$ cat src/rtl/mips_mem_pkg.sv
// mips_mem_pkg: shared types, byte-enable constants and helpers for the data-memory access path.
//   state_t       : access sequencer states
//   size_t        : access width (byte, halfword, word)
//   BE_*          : byte-enable patterns
//   to_size       : decode byte/halfword flags into an access width
//   is_misaligned : alignment check for a width and byte offset
package mips_mem_pkg;

    typedef enum logic [1:0] {IDLE, REQ, RESP, DONE} state_t;
    typedef enum logic [1:0] {SZ_B, SZ_H, SZ_W} size_t;

    localparam logic [3:0] BE_B0   = 4'b0001;
    localparam logic [3:0] BE_H_LO = 4'b0011;
    localparam logic [3:0] BE_H_HI = 4'b1100;
    localparam logic [3:0] BE_W    = 4'b1111;

    function automatic size_t to_size(input logic is_b, input logic is_h);
        return is_b ? SZ_B : is_h ? SZ_H : SZ_W;
    endfunction

    function automatic logic is_misaligned(input size_t sz, input logic [1:0] off);
        return sz == SZ_H ? off[0] : sz == SZ_W ? (off != 2'b00) : 1'b0;
    endfunction

endpackage

$ cat src/rtl/mem_lane_align.sv
// mem_lane_align: combinational byte-lane handling for data-memory accesses.
//   size      in   access width
//   off       in   byte offset within the word
//   uns       in   zero-extend loads
//   wdata     in   right-justified store data
//   rdata     in   raw word read from memory
//   be        out  byte enables
//   wdata_rep out  store data replicated across lanes
//   rdata_ext out  load data shifted down and extended
module mem_lane_align
    import mips_mem_pkg::*;
(
    input  size_t       size,
    input  logic [1:0]  off,
    input  logic        uns,
    input  logic [31:0] wdata,
    input  logic [31:0] rdata,
    output logic [3:0]  be,
    output logic [31:0] wdata_rep,
    output logic [31:0] rdata_ext
);

    logic [31:0] shifted;

    assign shifted   = rdata >> {off, 3'b000};
    assign be        = size == SZ_B ? BE_B0 << off : size == SZ_H ? (off[1] ? BE_H_HI : BE_H_LO) : BE_W;
    assign wdata_rep = size == SZ_B ? {4{wdata[7:0]}} : size == SZ_H ? {2{wdata[15:0]}} : wdata;
    assign rdata_ext = size == SZ_B ? {{24{~uns & shifted[7]}}, shifted[7:0]} :
                       size == SZ_H ? {{16{~uns & shifted[15]}}, shifted[15:0]} : rdata;

endmodule

$ cat src/rtl/dmem_access_ctrl.sv
// dmem_access_ctrl: sequences MEM-stage loads/stores onto a req/gnt/rvalid data memory.
//   clk, rst_n                      clock, async active-low reset
//   ReqValidM, MemWriteM, IsLbSbM,
//   IsLhShM, LoadUnsM, AddrM,
//   WriteDataM                      MEM-stage access request
//   StallM, DoneM, LoadDataM,
//   AdelM, AdesM, BusErrM           pipeline status and load result
//   MemReq, MemWe, MemAddr, MemBE,
//   MemWData                        memory request port
//   MemGnt, MemRValid, MemRData     memory response port
module dmem_access_ctrl
    import mips_mem_pkg::*;
#(
    parameter int TIMEOUT_CYC = 64
) (
    input  logic        clk,
    input  logic        rst_n,
    input  logic        ReqValidM,
    input  logic        MemWriteM,
    input  logic        IsLbSbM,
    input  logic        IsLhShM,
    input  logic        LoadUnsM,
    input  logic [31:0] AddrM,
    input  logic [31:0] WriteDataM,
    output logic        StallM,
    output logic        DoneM,
    output logic [31:0] LoadDataM,
    output logic        AdelM,
    output logic        AdesM,
    output logic        BusErrM,
    output logic        MemReq,
    output logic        MemWe,
    output logic [31:0] MemAddr,
    output logic [3:0]  MemBE,
    output logic [31:0] MemWData,
    input  logic        MemGnt,
    input  logic        MemRValid,
    input  logic [31:0] MemRData
);

    localparam int CW = $clog2(TIMEOUT_CYC);
    // Counter value in the last REQ/RESP cycle before the bus is declared dead.
    localparam logic [CW-1:0] TO_LAST = CW'(TIMEOUT_CYC - 2);

    state_t        state, next_state;
    size_t         size_in, size_q, size_sel;
    logic          we_q, uns_q, misal, start, timeout, in_req, in_resp;
    logic [1:0]    off_q;
    logic [31:0]   addr_q, wdata_q, rdata_q, wdata_rep, rdata_ext;
    logic [3:0]    be_q, be;
    logic [CW-1:0] cnt;
    logic          buserr_q;

    assign size_in  = to_size(IsLbSbM, IsLhShM);
    assign misal    = is_misaligned(size_in, AddrM[1:0]);
    assign start    = state == IDLE && ReqValidM && !misal;
    assign in_req   = state == REQ;
    assign in_resp  = state == RESP;
    assign timeout  = cnt >= TO_LAST;
    // The aligner serves the incoming request in IDLE and the latched access afterwards.
    assign size_sel = state == IDLE ? size_in : size_q;

    mem_lane_align u_align (
        .size      (size_sel),
        .off       (state == IDLE ? AddrM[1:0] : off_q),
        .uns       (state == IDLE ? LoadUnsM : uns_q),
        .wdata     (WriteDataM),
        .rdata     (MemRData),
        .be        (be),
        .wdata_rep (wdata_rep),
        .rdata_ext (rdata_ext)
    );

    always_ff @(posedge clk or negedge rst_n) begin
        if (!rst_n) begin
            state    <= IDLE;
            we_q     <= 1'b0;
            size_q   <= SZ_B;
            uns_q    <= 1'b0;
            off_q    <= 2'b00;
            addr_q   <= '0;
            be_q     <= '0;
            wdata_q  <= '0;
            rdata_q  <= '0;
            buserr_q <= 1'b0;
            cnt      <= '0;
        end else begin
            state <= next_state;
            if (start) begin
                we_q     <= MemWriteM;
                size_q   <= size_in;
                uns_q    <= LoadUnsM;
                off_q    <= AddrM[1:0];
                addr_q   <= {AddrM[31:2], 2'b00};
                be_q     <= be;
                wdata_q  <= wdata_rep;
                rdata_q  <= '0;
                buserr_q <= 1'b0;
                cnt      <= '0;
            end
            if (in_req || in_resp)
                cnt <= cnt + 1'b1;
            if (in_resp && MemRValid)
                rdata_q <= rdata_ext;
            // A completion in the timeout cycle takes priority over the bus error.
            if (timeout && ((in_req && !MemGnt) || (in_resp && !MemRValid))) begin
                buserr_q <= 1'b1;
                rdata_q  <= '0;
            end
        end
    end

    always_comb begin
        next_state = state;
        case (state)
            IDLE:    next_state = start ? REQ : IDLE;
            REQ:     next_state = MemGnt ? (we_q ? DONE : RESP) : timeout ? DONE : REQ;
            RESP:    next_state = (MemRValid || timeout) ? DONE : RESP;
            default: next_state = IDLE;
        endcase
    end

    assign StallM    = start || in_req || in_resp;
    assign DoneM     = state == DONE;
    assign LoadDataM = DoneM ? rdata_q : '0;
    assign BusErrM   = DoneM & buserr_q;
    assign AdelM     = state == IDLE && ReqValidM && misal && !MemWriteM;
    assign AdesM     = state == IDLE && ReqValidM && misal && MemWriteM;
    assign MemReq    = in_req;
    assign MemWe     = in_req & we_q;
    assign MemAddr   = in_req ? addr_q : '0;
    assign MemBE     = in_req ? be_q : '0;
    assign MemWData  = in_req ? wdata_q : '0;

endmodule

$ cat config.mk
export PLATFORM = sky130hd
export DESIGN_NAME = dmem_access_ctrl
export DESIGN_NICKNAME = d
export VERILOG_FILES = /design/src/rtl/mips_mem_pkg.sv /design/src/rtl/mem_lane_align.sv /design/src/rtl/dmem_access_ctrl.sv
export SDC_FILE = /design/constraint.sdc
export NUM_CORES = 1
export LEC_CHECK = 0
export CAP_MARGIN = 10
export CORE_ASPECT_RATIO = 0.6
export CORE_MARGIN = 4
export CORE_UTILIZATION = 30
export DETAILED_ROUTE_END_ITERATION = 8
export HOLD_SLACK_MARGIN = 0.05
export PLACE_DENSITY_LB_ADDON = 0.05
export SLEW_MARGIN = 0
export SYNTH_ARGS = -nofsm -noshare
export SYNTH_HDL_FRONTEND = slang
export SYNTH_SLANG_ARGS = --single-unit
$ cat constraint.sdc
create_clock -name clk -period 2.6 [get_ports clk]
set_input_delay 0.52 -clock clk [delete_from_list [all_inputs] [get_ports clk]]
set_output_delay 0.52 -clock clk [all_outputs]
set_load 0.01 [all_outputs]
==> metrics.md <==
| Metric | Value |
|---|---|
| Initial Util | 31.1% |
| Hold buffers post-CTS | 0 |
| Clock insertion delay at the later pin of the skew report | 0.42 ns |
| Placer congestion estimate | 0.830 |
| Setup TNS | 0 ns |
| Post-synth ARST share | 100% |
| Clock slew at reported path FFs | 0.06 ns |
| Number of vias after detailed routing | 5815 |
| Worst-case vdd ir drop | 0.552 mV |
| Static leakage power | 4.90 nW |
| NumNets Final | 1059 |
| Drt pass-1 iters | 5 |
| Number of maximum-capacitance constraint violations | 0 |
| Maximum number of pins on one net before global-route repair | 85 |
| Die H | 121 µm |
| Largest fanout on the critical path | 17 |
| Cell at the root of the clock tree | clkbuf_16 |
| Clock tree from TritonCTS | built |
| Global-route wire length before repair | 34.4 mm |
| Overall die area | 23600 µm² |
| Syn avg cell area | 8.81 µm² |
| Worst-Margin Slew | 0.681 ns |
| Outcome | complete, no violations |
| Cell count after synthesis | 720 |
| Placed insts | 1193 |
| Initial antenna violation count | 0 |
| Cell Area, Synth | 6340 µm² |
| Largest buffer count on any clock path | 2 |
| Number of storage elements in the synthesis netlist | 113 |
| HPWL reported at the end of detailed placement | 16.3 mm |
| Layout-stage area growth over the synthesis result | 53.2% |
| Classification of the worst-slack hold path | in2async |
| Type of origin of the critical path | register |
| Number of antenna cells inserted | 0 |
| RSZ-0062 raised after global routing | false |
| Number of synthesized flops with an enable pin | 0 |
| Post-layout total power | 0.0104 W |
| Area used by multi-input combinational logic | 3270 µm² |
| Fmax | 398 MHz |
| Crit. End Element | primary output |
| Count of endpoints failing hold in the final timing report | 0 |
| Final critical-path required period | 2.51 ns |
| Sequential Area | 2830 µm² |
| Worst setup skew after layout | 0.00986 ns |
| Number of top-level pins | 212 |
| Quantity of I/O buffers inserted on ports | 209 |
| Slew margin rel. | 54.6% |
| Power Dens Cells | 1070 nW/µm² |
| Proportion of layout cells with a drive suffix above 1 | 12.9% |
| Final Cycle Share | 96.7% |
| Critical path data required time | 2.08 ns |
| CTS H-tree lvls | 4 |
| Number of placement rows | 40 |
| Data arrival time of the critical path | 1.99 ns |
| Distinct cells, synth | 54 |
| Warning count from the yosys run | 0 |
| Number of pins exceeding their max-slew limit in the final report | 0 |
| TritonCTS buffer count | 17 |
| Post-Place Cell Area | 8970 µm² |
| Final setup violation count | 0 |
| Vias per Instance | 4.72 |
| Final standard cell count with taps included and fillers excluded | 1233 |
| CORE AREA | 20400 µm² |
| Worst Reg2Reg Path Length in Cells | 9 |
| DRC violations left | 0 |
| Wirelength, routed | 22.3 mm |
| Total congestion overflow | 0 |
| Via count of the first global-routing pass | 5932 |
| Post-layout instance area | 9720 µm² |
| Detail Route Antenna Nets | 0 |
| Fillcell total | 1993 |
| Width of the chip | 196 µm |
| Wire length per cell after detailed routing | 18.1 µm |
| GRT Overall Usage | 18.8% |
| Sequential share of the synthesized area | 44.6% |
| Total number of clock tree sinks | 113 |
| Category of the critical setup timing path | reg2out |
| Dominant register cell in the synthesized netlist | dfrtp_1 |
| Violation count after the first detailed-routing iteration | 301 |
## sequential cells by signal, summed over array words and instances, names as in the netlist
| signal | cells |
|---|---|
| size_q | 2 |
| rdata_q | 32 |
| state | 2 |
| be_q | 4 |
| addr_q | 30 |
| wdata_q | 32 |
| we_q | 1 |
| buserr_q | 1 |
| off_q | 2 |
| uns_q | 1 |
| cnt | 6 |
## per-layer routing
layer | global-route usage [%] | routed length (µm) | share of wire, % | up-vias
met4 | 3.79 | 156 | 0.70 | 0
met1 | 28.2 | 11300 | 51 | 2785
li1 | - | - | - | 2852
met5 | 0 | 0 | 0 | -
met2 | 25.8 | 9040 | 41 | 168
met3 | 6.40 | 1800 | 8.1 | 10
## logic make-up (layout without fill, tap and decap cells)
group	count (synthesis)	in the layout	synth area share (%)
flip-flops	113	113	44.6
AO/OA/AOI/OAI	123	123	15.4
buffers and inverters	63	302	4.87
XOR/XNOR	4	4	0.552
AND/OR/NAND/NOR	376	376	27.4
multiplexers	33	33	5.76
other	1	2	0.0591
adder cells (fa/ha/maj)	7	7	1.38
## path summary, 6_finish.rpt
check	startpoint	to	slack, ns
max in group asynchronous	rst_n	addr_q[23]	1.78
min reg2reg	addr_q[18]	addr_q[18]	0.46
max reg2reg	state[1]	rdata_q[30]	0.29
min	rst_n	rdata_q[18]	0.13
max	state[1]	MemAddr[26]	0.09
min in group clk	addr_q[18]	addr_q[18]	0.46
## layout make-up
class / count / share of cell area [%]
clock inverter: 12 / 1.44
multi-input combinational: 545 / 33.6
timing repair buffer: 261 / 27.4
sequential: 113 / 29.1
inverter: 9 / 0.348
clock buffer: 20 / 4.60
tap: 273 / 3.51
## synthesized netlist by cell type (5+ instances only)
cell / count / area share [%]
nand2_1: 210 / 12
dfrtp_1: 113 / 45
and2_1: 101 / 10
nor2_1: 44 / 2.6
clkbuf_1: 31 / 1.8
mux2i_1: 25 / 3.9
o21ai_0: 18 / 1.4
o31ai_2: 16 / 3.2
a211oi_1: 13 / 1.5
a31oi_1: 13 / 1.3
buf_2: 10 / 0.79
inv_1: 9 / 0.53
a21o_1: 8 / 0.95
a2bb2oi_1: 7 / 0.97
ha_1: 7 / 1.4
o221ai_1: 7 / 0.97
o31ai_1: 7 / 0.83
buf_6: 6 / 1.1
o21ai_1: 5 / 0.39
## where the power goes
| group | leakage (nW) | total [W] | switching, W | internal (W) |
|---|---|---|---|---|
| logic | 3.19 | 0.00511 | 0.00272 | 0.00239 |
| clock network | 0.289 | 0.00236 | 0.000845 | 0.00152 |
| registers | 1.42 | 0.00297 | 0.000451 | 0.00252 |
| total | 4.90 | 0.0104 | 0.00402 | 0.00642 |
## cells in the final DEF (no fill, tap or decap), drive strengths merged, types with 3 or more instances in the layout
master         instances
nor2                  44
o22ai                  4
o221ai                 7
a211oi                13
dlygate4sd2           38
mux2i                 28
buf                   52
nand2                210
o31ai                 23
dfrtp                113
nand3                  5
o211ai                 3
clkbuf                22
nor3                   5
ha                     7
and2                 101
a31oi                 15
dlymetal6s2s          23
a21o                   8
o32ai                  4
nand3b                 3
clkinv                 7
a21oi                  6
bufinv                 3
inv                    9
a2bb2oi                7
mux2                   5
clkdlybuf4s50        146
o21ai                 24
## worst max-delay path, stage by stage, from the launching register on
cell             delay [ns]
dfrtp_1                0.42
inv_2                  0.12
ha_4                   0.20
clkbuf_16              0.18
and2_1                 0.12
clkdlybuf4s50_1        0.54
## what timing repair did
action                     CTS  global route
gates resized for setup     47            26
gates cloned                 1             1
setup endpoints to repair   74            65
setup buffers                1             5
pin swaps                    0             3
## metrics by stage
step	setup WS [ns]	util [%]	hold slack (ns)
floorplan	0.360	-	0.224
global placement	-0.303	44.1	0.449
detailed placement	-0.320	44.1	0.455
CTS	0.00898	47.0	0.148
global route	0.000321	47.7	0.179
finish	0.0866	47.7	0.134
No activity file was read; power rests on OpenSTA's default activity.
